`config.mk`:
```
export PLATFORM = sky130hd
export DESIGN_NAME = i2s_dac_tx
export DESIGN_NICKNAME = d
export VERILOG_FILES = /design/src/rtl/i2s_dac_tx.sv
export SDC_FILE = /design/constraint.sdc
export NUM_CORES = 1
export LEC_CHECK = 0
export BUFFER_PORTS_ARGS = -buffer_cell sky130_fd_sc_hd__buf_2
export CORE_MARGIN = 5
export CORE_UTILIZATION = 35
export CTS_CLUSTER_SIZE = 10
export DETAILED_ROUTE_END_ITERATION = 16
export MAX_ROUTING_LAYER = met4
export PLACE_DENSITY = 0.62
export SLEW_MARGIN = 25
export SYNTH_ARGS = -nofsm -noshare
export SYNTH_HDL_FRONTEND = slang
export SYNTH_SLANG_ARGS = --single-unit
```
`constraint.sdc`:
```
create_clock -name Clk -period 2.9 [get_ports Clk]
set_clock_uncertainty 0.15 [all_clocks]
set_input_delay 0.145 -clock Clk [delete_from_list [all_inputs] [get_ports Clk]]
set_output_delay 0.145 -clock Clk [all_outputs]
set_load 0.02 [all_outputs]
```
`src/rtl/i2s_dac_tx.sv`:
```
// I2S DAC transmitter: one-frame skid buffer feeding a BCLK/LRCK/DATA serialiser.
// Repeats the last frame and counts an underrun when no new frame is waiting at frame start.
module i2s_dac_tx #(
    parameter int DATA_W    = 16,
    parameter int SLOT_BITS = 32,
    parameter int BCLK_DIV  = 4
) (
    input  logic              Clk,
    input  logic              Reset,
    input  logic [DATA_W-1:0] left_in,
    input  logic [DATA_W-1:0] right_in,
    input  logic              in_valid,
    output logic              in_ready,
    output logic              frame_req,
    output logic              underrun,
    output logic [7:0]        underrun_cnt,
    output logic              AUD_BCLK,
    output logic              AUD_DACLRCK,
    output logic              AUD_DACDAT
);

    localparam int FRAME_BITS = 2 * SLOT_BITS;
    localparam int CNT_W      = $clog2(FRAME_BITS);
    localparam int DIV_W      = (BCLK_DIV > 1) ? $clog2(BCLK_DIV) : 1;

    localparam logic [DIV_W-1:0] DIV_LAST = DIV_W'(BCLK_DIV - 1);
    localparam logic [CNT_W-1:0] BIT_LAST = CNT_W'(FRAME_BITS - 1);
    localparam logic [CNT_W-1:0] SLOT_LEN = CNT_W'(SLOT_BITS);
    localparam logic [CNT_W-1:0] POS_LAST = CNT_W'(DATA_W);

    typedef struct packed {
        logic [DATA_W-1:0] left;
        logic [DATA_W-1:0] right;
    } frame_t;

    logic [DIV_W-1:0] div_cnt;
    logic [CNT_W-1:0] bit_cnt;
    logic             bclk, lrck, dat;
    logic             buf_full;
    frame_t           buf_frame, act_frame;
    logic             frame_req_q, underrun_q;
    logic [7:0]       ur_cnt;

    logic             div_wrap, fall_tick, frame_start, accept;
    logic [CNT_W-1:0] bit_next, pos;
    logic             right_slot, dat_next;
    logic [DATA_W-1:0] slot_sample;

    always_comb begin
        div_wrap    = (div_cnt == DIV_LAST);
        fall_tick   = div_wrap && bclk;
        frame_start = fall_tick && (bit_cnt == BIT_LAST);
        bit_next    = (bit_cnt == BIT_LAST) ? '0 : bit_cnt + 1'b1;
        right_slot  = (bit_next >= SLOT_LEN);
        pos         = right_slot ? bit_next - SLOT_LEN : bit_next;
        slot_sample = right_slot ? act_frame.right : act_frame.left;
        accept      = in_valid && !buf_full;
        // pos 1 carries the MSB; pos 0 and the slot tail never match and stay 0
        dat_next = 1'b0;
        for (int i = 0; i < DATA_W; i++) begin
            if (pos == POS_LAST - CNT_W'(i)) dat_next = slot_sample[i];
        end
    end

    always_ff @(posedge Clk) begin
        if (Reset) begin
            div_cnt     <= '0;
            bclk        <= 1'b0;
            lrck        <= 1'b0;
            dat         <= 1'b0;
            bit_cnt     <= BIT_LAST;
            buf_full    <= 1'b0;
            buf_frame   <= '0;
            act_frame   <= '0;
            frame_req_q <= 1'b0;
            underrun_q  <= 1'b0;
            ur_cnt      <= '0;
        end else begin
            div_cnt <= div_wrap ? '0 : div_cnt + 1'b1;
            if (div_wrap) bclk <= !bclk;
            if (fall_tick) begin
                bit_cnt <= bit_next;
                lrck    <= right_slot;
                dat     <= dat_next;
            end
            frame_req_q <= frame_start;
            underrun_q  <= frame_start && !buf_full;
            if (frame_start) begin
                if (buf_full) act_frame <= buf_frame;
                else if (ur_cnt != 8'hFF) ur_cnt <= ur_cnt + 8'd1;
            end
            // transfer requires full and accept requires empty, so these never collide
            if (frame_start && buf_full) begin
                buf_full <= 1'b0;
            end else if (accept) begin
                buf_full  <= 1'b1;
                buf_frame <= '{left: left_in, right: right_in};
            end
        end
    end

    assign in_ready     = !buf_full;
    assign frame_req    = frame_req_q;
    assign underrun     = underrun_q;
    assign underrun_cnt = ur_cnt;
    assign AUD_BCLK     = bclk;
    assign AUD_DACLRCK  = lrck;
    assign AUD_DACDAT   = dat;

endmodule

```
==> impl_results.md <==
- Async S/R FF share, synth: 0%
- CTS Hold Bufs: 33
- First-pass GRT wire length: 16.6 mm
- Place WS: 0.300 ns
- Chip Height: ~120 µm
- Total grt overflow: 0
- Fill cells: approximately 1100
- Sequential Power Share: 50.1%
- Worst vdd ir: between 200 and 300 µV
- Num Clock Sinks: 86
- Root cell of the clock tree: clkbuf_16
- Worst-Margin Slew: slightly below 0.6 ns
- Adder-cell share of the synthesized area: 2.20%
- Worst-case reg-to-reg path depth: 8
- Post-synthesis compound-gate area fraction: between 20 and 25%
- Outcome: completed
- Clock power share: 42.4%
- Routed len/inst: 13.4 µm
- Switching Fraction: 23.6%
- Combinational power share: 7.5%
- Most frequent CP cell: a211oi_1
- DRT Wirelength: approximately 10 mm
- Reg2reg end: AUD_DACDAT
- Startpoint types: flip-flop
- CP arrival: 2.68 ns
- Post-CTS setup buffer count: 0
- Achievable Freq: 383 MHz
- Post-synthesis average cell area: 7.76 µm²
- CP Data Required Time: 2.97 ns
- Worst path cell trace: ha_1 > a21oi_1 > o21ai_4 > nand2_4 > a2111oi_4 > a211oi_1 > a211oi_1 > o211ai_1
- Setup Viol. Count Final: 0
- DIE AREA: 0.0136 mm²
- Antenna violations before repair: 0
- Max-cap violation count: 0
- Synth warn: 0
- Syn Nets: 556
- Cell Pwr Density: 495 mW/mm²
- Maximum clock path buffer count: 2
- Worst path top cell family by delay: compound AO/OA/AOI/OAI gates
- CTS HTree Levels: 3
- Crit-path max cell delay: 0.52 ns
- Num CTS Buffers: 9
- FF+latch area: around 0.0017 mm²
- Critical path peak fanout: 16
- TNS Setup: 0 ns
- Worst Setup SP: bit_cnt[0]
- RSZ-0062 raised after global routing: no
- Area growth syn-to-layout: 24.6%
- Min-Delay Endpoint: underrun_cnt[6]
- Net switching power: 0.000581 W
- Synth Flop Type: dfxtp_1
- PortBufs: 48
- Starting density of the core: a little over a third
- Area of the multi-input gates: between 0.002 and 0.0025 mm²
- Synth cell types: 57
- Post-layout minimum cycle time: roughly 2.6 ns
- Die X: 117 µm
- Cell Area, Synth: approximately 0.004 mm²
- Simple-gate share of the synthesized area: 25.2%
- CTS-repair resized insts: 0
- Post-Synth XOR/XNOR Area: under 10%
- Synth Register Bits: 86
- Share of cells above drive strength 1: 15.3%
- DRT Pass-1 Iters: 5
- Antenna viol nets, final: 0
- Gp weighted congestion: 0.918
- Fraction of synthesized area in multiplexers: roughly 2.3%
- Reg2reg start: bit_cnt[0]
- Final worst slack: 0.289 ns
- CTS tree: yes
- Clk Latency, worst-skew pair: 0.34 ns
- Crit path buf inv count: 0
- Internal Pwr Total: 0.00188 W
- R2r setup slk: between 0.2 and 0.3 ns
- Initial drt markers: between 200 and 300
- Rows: 39
- Most frequent cells in the layout: 150 x nand2_1, 86 x dfxtp_1, 74 x a21oi_1
- Core area: approximately 0.011 mm²
- Hold Crit Start: Reset
- DRC Markers: 0
- Crit path capture type: flip-flop
- Nets: between 600 and 700
- Hpwl dp: 6.92 mm
- Reg clk slew, reported paths: 0.06 ns
- Most common cell after layout, fill and taps aside: nand2_1
- Largest family of logic cells by synthesized area: simple AND/OR/NAND/NOR gates
- Setup CP Type: reg -> reg
- Max Slew Vio Count: 0
- Worst path slowest cell: ha_1
- P_leak: 1.93 nW
- Part of the cycle the worst path needs: 90.0%
- Vias per cell: between 5 and 6
- Worst Hold Class: in -> reg
- Synth Instances: 514
- Post-synth EDFFs: 0
- Via count: approximately 3700
- WHS Path Cells: 2
- Antenna Cells: 0
- Max_slew headroom: 61.1%
- Total GRT Usage: 15.7%
- Largest net degree at the start of global routing: 34
- Vias in the first global route: around 3500
- Io pins: 49
- Final hold vios: 0
- Seq/Total Area, Yosys: 43.2%
==> cell families (layout without fill, tap and decap cells) <==
logic type / count (synthesis) / in the layout
AOI/OAI and AO/OA: 127 / 127
xor gates and xnor gates: 11 / 11
adders and majority gates: 7 / 7
buffers and inverters: 44 / 119
DFF: 86 / 86
muxes: 9 / 9
and+or+nand+nor: 230 / 230
==> metal layers <==
layer / up-vias / part of all wire, % / GRT usage (%)
met5: - / 0 / -
met4: 0 / 1.6 / 6.35
met3: 17 / 3.5 / 2.75
met2: 75 / 47 / 24.2
met1: 1703 / 47 / 20.4
li1: 1893 / - / -
==> registers in the layout, summed over array words and instances, names as in the netlist <==
register and count:
AUD_BCLK 1, AUD_DACDAT 1, AUD_DACLRCK 1, act_frame 32, bit_cnt 6, buf_frame 32, buf_full 1, div_cnt 2
frame_req 1, underrun 1, underrun_cnt 8
==> layout make-up <==
type | instances | area share (%)
Clock buffer | 10 | 4.61
Clock inverter | 5 | 0.730
Inverter | 7 | 0.529
Multi-Input combinational cell | 384 | 42.0
Sequential cell | 86 | 34.7
Tap cell | 143 | 3.60
Timing Repair Buffer | 97 | 13.9
==> through the flow <==
step           cells  power [W]  utilization (%)  instance area, µm²  hold slack, ns
4_1_cts          732    0.00249             44.1                4970           0.133
6_report         732    0.00246             44.1                4970           0.134
3_3_place_gp     684    0.00140             38.8                4370           0.236
5_1_grt          732    0.00256             44.1                4970           0.196
3_5_place_dp     684    0.00141             38.8                4370           0.240
2_1_floorplan    514    0.00135                -                3990           0.131
==> worst reg2reg max path, cell delays in order, from the launching register on <==
cell and delay, ns:
dfxtp_1 0.34, ha_1 0.52, a21oi_1 0.25, o21ai_4 0.32, nand2_4 0.13, a2111oi_4 0.37
a211oi_1 0.08, a211oi_1 0.22, o211ai_1 0.12
==> cell usage after synthesis (all sizes together), types with 4 or more instances <==
| master | number | area share (%) |
|---|---|---|
| nand2 | 151 | 14 |
| dfxtp | 86 | 43 |
| a21oi | 74 | 9.3 |
| nor2 | 26 | 2.4 |
| clkbuf | 25 | 2.4 |
| o21ai | 15 | 2.2 |
| nor3 | 14 | 1.8 |
| buf | 12 | 1.7 |
| nand3 | 12 | 1.6 |
| and3 | 8 | 1.4 |
| mux2i | 8 | 2.0 |
| ha | 7 | 2.2 |
| inv | 7 | 0.66 |
| xnor2 | 6 | 1.3 |
| xor2 | 5 | 1.1 |
| a211oi | 4 | 0.75 |
| and2 | 4 | 0.63 |
| nand2b | 4 | 0.63 |
==> worst max path at each step <==
| stage | to | slack (ns) | cells past startpoint |
|---|---|---|---|
| after floorplan | AUD_DACDAT | 0.67 | 8 |
| after global placement | AUD_DACDAT | 0.32 | 8 |
| after detailed placement | AUD_DACDAT | 0.30 | 8 |
| after CTS | AUD_DACDAT | 0.30 | 8 |
| after global routing | AUD_DACDAT | 0.08 | 8 |
| final | AUD_DACDAT | 0.29 | 8 |
==> power by group through the flow <==
| stage | clock, W | sequential (W) | combinational, W |
|---|---|---|---|
| 6_report | 0.00104 | 0.00123 | 0.000184 |
| 5_1_grt | 0.00112 | 0.00124 | 0.000207 |
| 4_1_cts | 0.00107 | 0.00123 | 0.000184 |
| 3_5_place_dp | 0 | 0.00126 | 0.000150 |
| 3_3_place_gp | 0 | 0.00126 | 0.000147 |
| 2_1_floorplan | 0 | 0.00125 | 0.0000997 |
(Power assumes the default switching activity.)
